File: src/rtl/motion_timer.sv
// motion_timer: timed motion-command executor for the robot drive.
//
// Counts rising edges of the divided clock (tick_in) as time units and drives
// the 4-bit H-bridge pattern for the commanded number of ticks. One command is
// active and one can wait in a pending slot. A reversal between two different
// non-STOP ops inserts DEAD_CYC system cycles with every motor line low.
//
// Ports:
//   clk        system clock
//   rst        synchronous, active-high reset
//   tick_in    divided clock, asynchronous; synchronized internally
//   cmd_valid  command offered
//   cmd_ready  pending slot empty, abort low (and no watchdog fault)
//   cmd_op     0 STOP, 1 FWD, 2 REV, 3 LEFT, 4 RIGHT, 5-7 treated as STOP
//   cmd_dur    duration in ticks
//   abort      immediate stop and flush of active and pending commands
//   motor      {l_fwd, l_rev, r_fwd, r_rev}
//   busy       FSM not idle, or pending slot full
//   done       one-cycle pulse per completed command
//   remaining  ticks left on the active command, 0 when idle
//   fault      sticky watchdog fault (constant 0 unless MOTION_WDOG_EN)
//
// Build option: define MOTION_WDOG_EN to build the RUN-state watchdog, which
// aborts and raises fault if no tick arrives within WDOG_CYC cycles.

module motion_timer #(
  parameter int unsigned DUR_W    = 8,
  parameter int unsigned DEAD_CYC = 16,
  parameter int unsigned WDOG_CYC = 200000000
) (
  input  logic             clk,
  input  logic             rst,
  input  logic             tick_in,
  input  logic             cmd_valid,
  output logic             cmd_ready,
  input  logic [2:0]       cmd_op,
  input  logic [DUR_W-1:0] cmd_dur,
  input  logic             abort,
  output logic [3:0]       motor,
  output logic             busy,
  output logic             done,
  output logic [DUR_W-1:0] remaining,
  output logic             fault
);

  localparam logic [2:0] OP_STOP  = 3'd0;
  localparam logic [2:0] OP_FWD   = 3'd1;
  localparam logic [2:0] OP_REV   = 3'd2;
  localparam logic [2:0] OP_LEFT  = 3'd3;
  localparam logic [2:0] OP_RIGHT = 3'd4;

  localparam int unsigned DC_W = (DEAD_CYC > 1) ? $clog2(DEAD_CYC) : 1;

  typedef enum logic [1:0] {
    S_IDLE,
    S_RUN,
    S_DEAD
  } state_t;

  function automatic logic [2:0] norm_op(input logic [2:0] op);
    return (op > OP_RIGHT) ? OP_STOP : op;
  endfunction

  function automatic logic [3:0] pattern(input logic [2:0] op);
    case (op)
      OP_FWD:   pattern = 4'b1010;
      OP_REV:   pattern = 4'b0101;
      OP_LEFT:  pattern = 4'b0110;
      OP_RIGHT: pattern = 4'b1001;
      default:  pattern = 4'b0000;
    endcase
  endfunction

  state_t            state;
  logic              s1, s2, s3;
  logic              tick_pulse;
  logic              pend_valid;
  logic [2:0]        pend_op;
  logic [DUR_W-1:0]  pend_dur;
  logic [2:0]        act_op;
  logic [DC_W-1:0]   dead_cnt;
  logic              accept;
  logic              wdog_trip;
  logic              stop_all;
  logic              complete;
  logic              seamless;
  logic              dead_last;
  logic              load;

  // Tick synchronizer and rising-edge detector.
  always_ff @(posedge clk) begin
    if (rst) begin
      s1 <= 1'b0;
      s2 <= 1'b0;
      s3 <= 1'b0;
    end else begin
      s1 <= tick_in;
      s2 <= s1;
      s3 <= s2;
    end
  end

  assign tick_pulse = s2 & ~s3;

  assign cmd_ready = ~pend_valid & ~abort & ~fault;
  assign accept    = cmd_valid & cmd_ready;
  assign busy      = (state != S_IDLE) | pend_valid;
  assign stop_all  = abort | wdog_trip;

  // A zero-duration command sits in RUN with remaining == 0 for one cycle and
  // completes without waiting for a tick.
  assign complete  = (state == S_RUN) &&
                     ((remaining == '0) || (tick_pulse && (remaining == DUR_W'(1))));
  assign seamless  = (pend_op == act_op) || (pend_op == OP_STOP) || (act_op == OP_STOP);
  assign dead_last = (state == S_DEAD) && (dead_cnt == DC_W'(DEAD_CYC - 1));

  // Every path that moves the pending command into the active slot.
  assign load = ~stop_all & pend_valid &
                (((state == S_IDLE) & ~fault) | (complete & seamless) | dead_last);

  always_ff @(posedge clk) begin
    if (rst) begin
      state      <= S_IDLE;
      motor      <= '0;
      done       <= 1'b0;
      remaining  <= '0;
      pend_valid <= 1'b0;
      pend_op    <= OP_STOP;
      pend_dur   <= '0;
      act_op     <= OP_STOP;
      dead_cnt   <= '0;
    end else begin
      done <= complete & ~stop_all;

      if (accept) begin
        pend_valid <= 1'b1;
        pend_op    <= norm_op(cmd_op);
        pend_dur   <= cmd_dur;
      end

      if (stop_all) begin
        state      <= S_IDLE;
        motor      <= '0;
        remaining  <= '0;
        pend_valid <= 1'b0;
        dead_cnt   <= '0;
      end else if (load) begin
        state      <= S_RUN;
        act_op     <= pend_op;
        remaining  <= pend_dur;
        motor      <= (pend_dur == '0) ? 4'b0000 : pattern(pend_op);
        pend_valid <= 1'b0;
      end else begin
        case (state)
          S_RUN: begin
            if (complete) begin
              motor <= '0;
              if (pend_valid) begin
                // Only a non-seamless successor reaches here (reversal).
                state    <= S_DEAD;
                dead_cnt <= '0;
              end else begin
                state     <= S_IDLE;
                remaining <= '0;
              end
            end else if (tick_pulse) begin
              remaining <= remaining - DUR_W'(1);
            end
          end
          S_DEAD: begin
            motor    <= '0;
            dead_cnt <= dead_cnt + DC_W'(1);
          end
          S_IDLE: begin
            motor <= '0;
          end
          default: begin
            state <= S_IDLE;
            motor <= '0;
          end
        endcase
      end
    end
  end

`ifdef MOTION_WDOG_EN
  localparam int unsigned WD_W = $clog2(WDOG_CYC + 1);

  logic [WD_W-1:0] wd_cnt;
  logic            fault_q;

  // Trip on the cycle the count would reach WDOG_CYC without a tick.
  assign wdog_trip = (state == S_RUN) && !tick_pulse && (wd_cnt == WD_W'(WDOG_CYC - 1));
  assign fault     = fault_q;

  always_ff @(posedge clk) begin
    if (rst) begin
      wd_cnt  <= '0;
      fault_q <= 1'b0;
    end else begin
      if ((state != S_RUN) || tick_pulse || wdog_trip)
        wd_cnt <= '0;
      else
        wd_cnt <= wd_cnt + WD_W'(1);
      if (wdog_trip)
        fault_q <= 1'b1;
    end
  end
`else
  logic unused_wdog;

  assign wdog_trip   = 1'b0;
  assign fault       = 1'b0;
  assign unused_wdog = ^WDOG_CYC;
`endif

endmodule

File: config.mk
export PLATFORM = sky130hd
export DESIGN_NAME = motion_timer
export DESIGN_NICKNAME = d
export VERILOG_FILES = /design/src/rtl/motion_timer.sv
export SDC_FILE = /design/constraint.sdc
export NUM_CORES = 1
export LEC_CHECK = 0
export ABC_AREA = 1
export BUFFER_PORTS_ARGS = -buffer_cell sky130_fd_sc_hd__buf_2
export CAP_MARGIN = 25
export CORE_MARGIN = 2
export CORE_UTILIZATION = 30
export CTS_BUF_LIST = sky130_fd_sc_hd__clkbuf_8
export CTS_CLUSTER_SIZE = 10
export DETAILED_ROUTE_END_ITERATION = 8
export SLEW_MARGIN = 25
export SYNTH_ARGS = -nofsm -noshare
export SYNTH_HDL_FRONTEND = slang
export SYNTH_SLANG_ARGS = --single-unit
File: constraint.sdc
create_clock -name clk -period 2.3 [get_ports clk]
set_clock_uncertainty 0.2 [all_clocks]
set_input_delay 0.115 -clock clk [delete_from_list [all_inputs] [get_ports clk]]
set_output_delay 0.115 -clock clk [all_outputs]
set_load 0.05 [all_outputs]
-- After elaboration in Yosys (flattened, before gate mapping)
Cells that the tools add are included.
- bits in registers: 37
- bits in latches: 0
- bits in writable memories: 0
- bits in read-only memories: 0
- bits of input ports: 16
- logic and storage cells: 86
- memories: 0
- add/subtract/negate cells: 2
- multiply operators: 0
- div/mod/pow operators: 0
- $lt $le $gt $ge: 1
- equality and inequality tests: 14
- shift-type cells: 0
- muxes and demuxes: 18
- bitwise operators: 15
- reduce and logical (&&, ||, !) cells: 23
- operators by type and width (operator ; count):
    two-way mux 8 bit ; 5
    two-way mux 4 bit ; 6
    zero test 8 bit ; 2
    one-hot mux 4 bit (4 select lines) ; 1
    equality test 8 x 1 -> 1 bit, second input constant ; 1
    one-hot mux 4 bit (2 select lines) ; 1
    subtractor 8 x 1 -> 8 bit, second input constant ; 1
    AND 1 bit ; 7
    equality test 3 x 2 -> 1 bit, second input constant ; 2
    zero test 3 bit ; 2
    AND reduction 2 bit ; 3
    nonzero test 2 bit ; 3
    NOT 1 bit ; 5
    adder 4 x 1 -> 4 bit, second input constant ; 1
    equality test 4 bit, second input constant ; 1
    two-way mux 2 bit ; 2
    != test 2 bit, second input constant ; 2
    one-hot mux 2 bit (2 select lines) ; 1
    AND reduction 4 bit ; 1
    OR reduction 2 bit ; 2
    equality test 3 x 1 -> 1 bit, second input constant ; 1
    equality test 3 bit ; 1
    equality test 3 bit, second input constant ; 1
    > comparator 3 bit, second input constant ; 1
    14 further kinds ; 20

-- Logic depth before layout (Yosys ltp)
Gate-level depths: netlist of run 1.
- word-level depth: 11
- depth in mapped cells: 14
- depth with buffers taken out: 13

-- Least setup slack after synthesis of run 1
Ideal clock, no wire load.
- kind: register -> register
- start point: reg remaining[0]
- end point: reg remaining[0]
- library setup time: 0.113 ns
- data arrival time: 1.856 ns
- setup slack: 0.131 ns
- cell stages (with the launch flop): 14
- path buffers: 1
- period minus slack after synthesis: 2.169 ns
- cell sequence: dfxtp_1 inv_1 ha_1 inv_1 nand2_1 nand2_2 nor2_8 nand2_2 nand2_2 buf_4 nand3_1 nand2_1 nor2_1 nor2_1
- word-level cells in the longest chain between the ends: 10
- elaborated cells on any way between the ends: 18
- ends and longest elaborated chain (item ; RTL line ; RTL):
    start, declared ; 42 ; output logic [DUR_W-1:0] remaining,
    start signal, assigned ; 150 ; remaining <= pend_dur;
    start signal, assigned ; 167 ; remaining <= remaining - DUR_W'(1);
    equality test 8 x 1 -> 1 bit ; 113 ; ((remaining == '0) || (tick_pulse && (remaining == DUR_W'(1))));
    logical AND 1 bit ; 113 ;
    logical OR 1 bit ; 113 ;
    logical AND 1 bit ; 112 ; assign complete = (state == S_RUN) &&
    AND 1 bit ; 119 ; (((state == S_IDLE) & ~fault) | (complete & seamless) | dead_last);
    OR 1 bit (2 in series) ; 119 ;
    AND 1 bit ; 118 ; assign load = ~stop_all & pend_valid &
    != test 3 x 2 -> 1 bit (no source line), or another cell as far along ; n/a ;
    AND reduction 3 bit (no source line) ; n/a ;
Parallel ways exist; a longest one is shown, timed or not. The select of a mux whose other input is x is not followed.
A chain may end at the register's enable or synchronous reset.

-- Worst setup path after layout of run 1
- start point: reg pend_valid
- end point: reg pend_op[1]
- word-level cells in the longest chain between the ends: 3
- ends and longest elaborated chain (item ; RTL line ; RTL):
    start, declared ; 77 ; logic pend_valid;
    start signal, assigned ; 127 ; pend_valid <= 1'b0;
    start signal, assigned ; 136 ; pend_valid <= 1'b1;
    start signal, assigned ; 145 ; pend_valid <= 1'b0;
    NOT 1 bit ; 105 ; assign cmd_ready = ~pend_valid & ~abort & ~fault;
    AND 1 bit ; 105 ;
    AND 1 bit ; 106 ; assign accept = cmd_valid & cmd_ready;
    end signal, assigned ; 137 ; pend_op <= norm_op(cmd_op);
    end, declared ; 78 ; logic [2:0] pend_op;
No other way between the ends.

==> flow_summary.toml, run 1 <==
[power]
power.density_nw_per_um2 = 520
finalPower_mw = 1.37
p_clk_share_pct = 37.2
p_sw_share_pct = 26.6
p_int_mw = 1.00
total_leakage_power_nw = 1.22
ir_drop_uv = 325
p_switching_mw = 0.365
p_seq_share_pct = 49.4
pwr-share-comb_pct = 13.4

[place]
dp_cells = 433
portBuffers = 30
placed_area_um2 = 2360
place.gp.congestion = 0.855
dpl.hpwl_mm = 3.48

[route]
final_antenna_net_count = 0
routedWlPerCell_um = 10.7
first_iter_violations = 87
via_per_inst = 4.44
dr.pass1.iters = 4
routed_wl_mm = 4.88
via_count = 2029
remaining_drc_errors = 0

[layout]
postLayoutCellArea_um2 = 2630
diodes = 0
area_growth_syn_to_layout_pct = 24.6
post-route-util_pct = 38.8
drive_gt1_share_pct = 15.8
nFillCells = 704
finalNonFillerCells = 457
final_nets = 383

[floorplan]
die_w_um = 88.0
num_io_pins = 32
core_um2 = 6790
die_y_um = 88.0
die_area_um2 = 7740
start_util_pct = 31.1
rows = 30

[critical_path]
critical_path_class = "register to register"
cp_max_fo = 21
cp_data_arrival_time_ps = 2080
endpoint_kind = "register"
crit_required_ps = 2260
cpPeakStageDelay_ps = 590
crit_chain = "nor2_1 > nand2_1 > a21oi_1 > dlygate4sd3_1 > a211oi_1"
slowest_stage = "dlygate4sd3_1"
startpoint_type = "register"

[clocking]
cts.reportedPaths.clkPinSlew_ps = 70
clock_latency_ps = 290
h-tree-depth = 2
cts_setup_buffers = 0
cts_tree = "built"
cts-root-buf = "clkbuf_8"
cts_buffer_depth = 2
cts-buffers-inserted = 5
clkSinkCount = 37

[sta]
period_share_pct = 92.2
min_period_ps = 2120
tightest_slew_ps = 637
max_freq_ghz = 0.471
tns_ps = 0
slew_violations = 0
hold_viol = 0
setup_violations = 0
relSlewSlack_pct = 57.4
rsz0062_at_grt = "no"

[synthesis]
syn_inst = 313
avgSynthCellArea_um2 = 6.76
mappedNetlistArea_um2 = 2110
yosys_register_bits = 37
ys_types = 33
synth_nets = 336
ys_warn_count = 0
ys_seq_area_share_pct = 35.0

[grt]
grt_pass1_vias = 1756
antenna_found_initial = 0
track_usage_pct = 13.1
grt_max_degree = 37
overflow = 0
grt_pass1_wl_mm = 7.86

[status]
outcome = "completed"

[flow_run]
cap_viol_max_count = 0

[hold_path]
hold_class = "input pin to register"
repair_timing:
action,4_1_cts,5_1_grt
hold endpoints to repair,15,0
resized for setup,0,2
hold buffers,15,0
endpoints found under the setup margin,0,14
state kept, by name, summed over array words and instances, names as in the netlist:
| signal | flops |
|---|---|
| s1 | 1 |
| motor | 4 |
| act_op | 3 |
| state | 2 |
| s3 | 1 |
| remaining | 8 |
| dead_cnt | 4 |
| done | 1 |
| pend_op | 3 |
| pend_dur | 8 |
| pend_valid | 1 |
| s2 | 1 |
worst max-delay path, delay by kind of cell (launching register included):
kind | cells | cell delay (ps)
compound gates | 2 | 320
buf+inv | 1 | 590
flops | 1 | 340
simple gates | 2 | 540
through the flow:
| stage | setup slack (ps) | hold slack (ps) |
|---|---|---|
| after floorplan | 131 | 22.0 |
| after global placement | 137 | 120 |
| after detailed placement | 130 | 124 |
| after CTS | 113 | 47.0 |
| after global routing | 16.5 | 99.5 |
| final | 179 | 51.9 |
power groups by stage:
stage          clock network (mW)  registers, mW  logic, mW
6_report                    0.510          0.676      0.183
3_3_place_gp                    0          0.690      0.162
4_1_cts                     0.529          0.676      0.181
2_1_floorplan                   0          0.693      0.119
5_1_grt                     0.554          0.679      0.207
3_5_place_dp                    0          0.691      0.161
synthesized netlist by cell type (all sizes together):
master	instances	area, um2
nor2	51	225
xor2	6	52.6
nand4	10	62.6
clkbuf	7	26.3
o21ai	14	70.1
xnor2	1	8.76
nand3b	1	7.51
o211ai	8	60.1
conb	1	3.75
a211oi	2	15.0
o31ai	1	7.51
a32oi	1	8.76
buf	6	53.8
or2	3	18.8
nor3	1	5.00
nand2	69	277
a41oi	1	8.76
ha	7	87.6
nor4	1	6.26
nand3	23	115
inv	45	169
a21oi	17	85.1
dfxtp	37	741
logic make-up (layout without fill, tap and decap cells):
kind of cell | Yosys count | count (layout) | share of synthesized area, %
adders and majority gates | 7 | 7 | 4.14
other | 1 | 1 | 0.177
AOI/OAI and AO/OA | 44 | 44 | 12.1
xor gates and xnor gates | 7 | 7 | 2.90
buffers and inverters | 58 | 105 | 11.8
DFF | 37 | 37 | 35.0
and+or+nand+nor | 159 | 160 | 33.9
routing by layer:
metal | share of wire (%) | vias to the layer above | global-route usage (%)
met4 | 0.61 | 0 | 4.20
li1 | - | 1090 | -
met5 | 0 | - | 0
met2 | 45 | 44 | 20.4
met3 | 5.3 | 4 | 3.96
met1 | 49 | 891 | 17.4
final timing paths:
| path | startpoint | end | slack (ps) | cells past startpoint |
|---|---|---|---|---|
| min reg2reg | s1 | s2 | 210 | 2 |
| max reg2reg | pend_valid | pend_op[1] | 180 | 5 |
| max | pend_valid | pend_op[1] | 180 | 5 |
| min | cmd_op[2] | pend_op[2] | 50 | 5 |
cell usage in the layout, fill, tap and decap left out, drive strengths merged:
cell type,n
nor2,51
nand4,10
xnor2,1
dfxtp,37
inv,45
o21ai,14
a41oi,1
conb,1
o211ai,8
nand3b,1
o31ai,1
ha,7
buf,37
or2,3
dlygate4sd3,15
nand3,23
a211oi,2
clkinv,1
a32oi,1
clkbuf,7
nor3,1
a21oi,17
nand2,70
xor2,6
nor4,1
cell type report:
cell class / count / area [um2] / area share (%)
timing repair buffer: 52 / 353 / 13.4
inverter: 45 / 169 / 6.41
clock buffer: 7 / 96.3 / 3.66
multi-input combinational: 219 / 1150 / 43.7
clock inverter: 1 / 5.00 / 0.190
tap: 96 / 120 / 4.56
sequential: 37 / 741 / 28.1
No activity file was read; power rests on OpenSTA's default activity.
==> inputs of run 2 (changes only) <==
BUFFER_PORTS_ARGS = unset   (was -buffer_cell sky130_fd_sc_hd__buf_2)
DONT_BUFFER_PORTS = 1   (was unset)
==> run 2 against run 1 <==
Against the previous run:
- via count down 3.3%
- largest cell class unchanged
- cell area down 3.8%
- wire length up 1.8%
- fmax about the same
- non-clock buffer count down 18
- core utilization down 1.5 points
- worst setup slack worse by 0.91 ps
- critical path type unchanged
- first-iteration DRC count up 13%
- register-to-register slack about the same
- sequential power about the same
- count of clock-buffer cells in the layout down 2
- global-route usage up 0.59 points
==> flow_summary.toml, run 2 (synthesis gave the netlist of run 1 again) <==
[sta]
max_freq_ghz = 0.471
slew_violations = 0
tns_ps = 0
worst_slack_ps = 178
tightest_slew_ps = 591
min_period_ps = 2120
relSlewSlack_pct = 60.5
setup_violations = 0
rsz0062_at_grt = "no"
hold_viol = 0
period_share_pct = 92.3

[critical_path]
crit_required_ps = 2300
cp_data_arrival_time_ps = 2120
crit_chain = "inv_1 > ha_1 > nand3b_1 > nand2_1 > nand2_2 > nor2_8 > nand2_2 > nand2_2 > nand2_4 > buf_4 > nand2_1 > nand2_1 > nor2_1 > nor2_1"
cp_max_fo = 23
critical_path_class = "register to register"
endpoint_kind = "register"
cpPeakStageDelay_ps = 320
startpoint_type = "register"
slowest_stage = "dfxtp_1"

[grt]
grt_use_met3_pct = 3.86
globalRouteMet2Util_pct = 21.9
gr-max-usage-layer = "met2"
met1_usage_pct = 17.9
grt_pass1_vias = 1813
grt_pass1_wl_mm = 8.34
track_usage_pct = 13.7
grt_max_degree = 24
overflow = 0
antenna_found_initial = 0

[clocking]
clock_latency_ps = 290
cts-buffers-inserted = 5
cts_buffer_depth = 2
cts_tree = "built"
cts.reportedPaths.clkPinSlew_ps = 80
clkSinkCount = 37
h-tree-depth = 2
cts_setup_buffers = 0
cts-root-buf = "clkbuf_8"
hold_buffers = 16
postCtsResizedCells = 0

[layout]
diodes = 0
area_growth_syn_to_layout_pct = 19.8
drive_gt1_share_pct = 10.5
reg_top3 = "pend_dur: 8 flops, remaining: 8 flops"
postLayoutCellArea_um2 = 2530
nFillCells = 732
final_common_cell = "nand2_1"
finalNonFillerCells = 438
final_cell_mix = "64 x nand2_1, 47 x nor2_1, 45 x inv_1"
final_nets = 364

[place]
dpl.hpwl_mm = 3.69
placed_area_um2 = 2290
dp_cells = 414
place.gp.congestion = 0.843
portBuffers = 0
place_ws_ps = 204

[floorplan]
num_io_pins = 32
start_util_pct = 31.1
rows = 30
die_area_um2 = 7740
die_w_um = 88.0
core_um2 = 6790
die_y_um = 88.0

[route]
dr.pass1.iters = 4
final_antenna_net_count = 0
remaining_drc_errors = 0
via_per_inst = 4.48
routedWlPerCell_um = 11.3
first_iter_violations = 98
via_count = 1963
routed_wl_mm = 4.97

[power]
ir_drop_uv = 357
total_leakage_power_nw = 1.13
power.density_nw_per_um2 = 511

[flow_run]
cap_viol_max_count = 0

[hold_path]
hold_class = "input pin to register"

[status]
outcome = "completed"
==> run 2: cell types whose count changed in the layout (fill, tap and decap cells not counted), sizes merged <==
cell | previous run | this run
buf | 37 | 18
clkbuf | 7 | 5
clkinv | 1 | 2
dlygate4sd3 | 15 | 16
inv | 45 | 46
nand2 | 70 | 69
==> run 2: layout make-up <==
type | count | area [um2] | area share (%)
clock buffers | 5 | 68.8 | 2.72
clock inverters | 3 | 13.8 | 0.543
inverters | 45 | 169 | 6.67
multi-input cells | 218 | 1120 | 44.4
flip-flops and latches | 37 | 741 | 29.2
well taps | 96 | 120 | 4.74
repair buffers | 34 | 295 | 11.7
==> run 2: final timing paths <==
check / from / to / slack [ps] / cells past startpoint
min reg2reg: s1 / s2 / 210 / 2
max reg2reg: remaining[1] / remaining[3] / 180 / 14
min: abort / state[0] / 30 / 3
max: remaining[1] / remaining[3] / 180 / 14
==> run 2: layer usage <==
metal	share of wire, %	wire [um]
met5	0	0
met3	5.2	259
met1	48	2370
met2	46	2280
met4	1.2	58
==> run 2: through the flow <==
step | util, % | power [mW] | hold slack (ps)
finish | 37.3 | 1.29 | 34.9
floorplan | - | 0.812 | 22.0
global route | 37.3 | 1.37 | 62.8
global placement | 33.7 | 0.839 | -13.4
CTS | 37.3 | 1.31 | 31.3
detailed placement | 33.7 | 0.841 | -11.9
==> run 2: critical path, delay by kind of cell, from the launching register on <==
| kind | cells | cell delay, ps |
|---|---|---|
| simple gates | 11 | 980 |
| fa+ha+maj | 1 | 160 |
| buf+inv | 2 | 340 |
| flops | 1 | 320 |
==> run 2: power by group <==
part           leakage (nW)  switching (mW)  total, mW  internal (mW)
clock                0.0491           0.238      0.443          0.206
combinational         0.781           0.106      0.174         0.0677
sequential            0.301          0.0165      0.676          0.660
total                  1.13           0.360       1.29          0.933
==> inputs of run 3 (changes only) <==
PLACE_DENSITY = 0.4   (was unset)
==> run 3 against run 2 <==
Against the previous run:
- global-route usage up 1.3 points
- power up 1.3%
- core utilization up 0.24 points
- cell area up 0.64%
- via count up 0.20%
- non-clock buffer count unchanged
- fmax up 1.2%
- combinational power about the same
- worst setup slack better by 26 ps
- clock power up 3%
- critical path type unchanged
==> flow_summary.toml, run 3 (synthesis gave the netlist of run 1 again) <==
[status]
outcome = "completed"

[sta]
tightest_slew_ps = 586
hold_viol = 0
max_freq_ghz = 0.477
rsz0062_at_grt = "yes"
min_period_ps = 2100
tns_ps = 0
relSlewSlack_pct = 60.8
slew_violations = 0
setup_violations = 0
period_share_pct = 91.2
hold_slack_ps = 9.93

[hold_path]
min_to = "state[0]"
min_path_cells = 3
hold_class = "input pin to register"
hold_path_startpoint = "abort"

[grt]
overflow = 0
antenna_found_initial = 0
track_usage_pct = 15.0
grt_pass1_vias = 1878
grt_pass1_wl_mm = 9.06
grt_max_degree = 27

[layout]
postLayoutCellArea_um2 = 2550
final_cell_mix = "64 x nand2_1, 47 x nor2_1, 44 x inv_1"
post-route-util_pct = 37.5
area_growth_syn_to_layout_pct = 20.5
final_nets = 364
diodes = 0
drive_gt1_share_pct = 11.1
reg_top3 = "pend_dur: 8 flops, remaining: 8 flops"
final_common_cell = "nand2_1"
nFillCells = 742
finalNonFillerCells = 438

[critical_path]
cpPeakStageDelay_ps = 320
crit_required_ps = 2300
r2r_cells = 14
startpoint_type = "register"
endpoint_kind = "register"
r2r-start = "remaining[1]"
critical_path_class = "register to register"
slowest_stage = "dfxtp_1"
reg2reg_to = "remaining[2]"
r2r_slack_ps = 200
cp_data_arrival_time_ps = 2090
cp_max_fo = 26
crit_chain = "inv_1 > ha_1 > nand3b_1 > nand2_1 > nand2_2 > nor2_8 > nand2_2 > nand2_2 > nand2_8 > buf_4 > nand2_1 > nand2_1 > nor2_1 > nor2_1"

[clocking]
cts_tree = "built"
cts-buffers-inserted = 5
h-tree-depth = 2
cts.reportedPaths.clkPinSlew_ps = 80
clkSinkCount = 37
clock_latency_ps = 290
cts-root-buf = "clkbuf_8"
cts_setup_buffers = 0
cts_buffer_depth = 2

[floorplan]
die_y_um = 88.0
core_um2 = 6790
die_w_um = 88.0
die_area_um2 = 7740
start_util_pct = 31.1
num_io_pins = 32
rows = 30

[power]
total_leakage_power_nw = 1.13
pwr-share-comb_pct = 13.4
p_switching_mw = 0.373
p_sw_share_pct = 28.5
p_seq_share_pct = 51.6
ir_drop_uv = 251
p_int_mw = 0.937
p_clk_share_pct = 35.0
power.density_nw_per_um2 = 514

[place]
portBuffers = 0
place.gp.congestion = 0.778
dp_cells = 414
placed_area_um2 = 2290
dpl.hpwl_mm = 3.93

[route]
first_iter_violations = 89
via_per_inst = 4.49
dr.pass1.iters = 4
routed_wl_mm = 5.18
final_antenna_net_count = 0
remaining_drc_errors = 0
via_count = 1967
routedWlPerCell_um = 11.8

[flow_run]
cap_viol_max_count = 0
-- run 3: cell types whose count changed in the layout (fill, tap and decap cells not counted), sizes merged --
cell | before | now
inv | 46 | 45
clkinvlp | 0 | 1
-- run 3: worst max-delay path by stage --
stage | cells after the start | slack (ps) | startpoint | endpoint
finish | 14 | 200 | remaining[1] | remaining[2]
CTS | 11 | 170 | remaining[1] | dead_cnt[3]
detailed placement | 9 | 200 | state[0] | remaining[4]
global placement | 9 | 230 | state[0] | remaining[6]
floorplan | 13 | 130 | remaining[0] | remaining[0]
global route | 14 | -1 | remaining[1] | remaining[3]
-- run 3: timing repair --
action / CTS / global route
endpoints found under the setup margin: 0 / 11
hold buffers: 16 / 0
endpoints found under the hold margin: 22 / 0
gates resized for setup: 0 / 2
-- run 3: final cells by class --
| type | count | area (um2) | area share (%) |
|---|---|---|---|
| inverter | 45 | 169 | 6.63 |
| sequential | 37 | 741 | 29.1 |
| timing repair buffer | 34 | 295 | 11.6 |
| clock inverter | 3 | 17.5 | 0.687 |
| clock buffer | 5 | 68.8 | 2.70 |
| multi-input combinational | 218 | 1140 | 44.6 |
| tap | 96 | 120 | 4.71 |
-- run 3: power groups by stage --
| stage | sequential [mW] | clock (mW) | combinational [mW] |
|---|---|---|---|
| after floorplan | 0.693 | 0 | 0.119 |
| after global placement | 0.692 | 0 | 0.154 |
| after detailed placement | 0.692 | 0 | 0.152 |
| after CTS | 0.676 | 0.482 | 0.176 |
| after global routing | 0.679 | 0.503 | 0.201 |
| final | 0.676 | 0.458 | 0.176 |
-- run 3: per-stage QoR --
stage / setup slack (ps) / total power [mW]
2_1_floorplan: 131 / 0.812
3_3_place_gp: 230 / 0.845
3_5_place_dp: 197 / 0.844
4_1_cts: 169 / 1.33
5_1_grt: -1.37 / 1.38
6_report: 203 / 1.31
-- run 3: metal layers --
metal	share of wire, %	GRT usage, %	vias to the layer above
met5	0	0	-
met4	1.6	5.45	0
met3	3.2	3.11	7
met2	44	23.1	31
met1	51	20.8	874
li1	-	-	1055
-- run 3: critical path, delay by kind of cell, from the launching register on --
family / cells / cell delay, ps
adder cells (fa/ha/maj): 1 / 160
buffers and inverters: 2 / 320
flip-flops: 1 / 320
AND/OR/NAND/NOR: 11 / 960
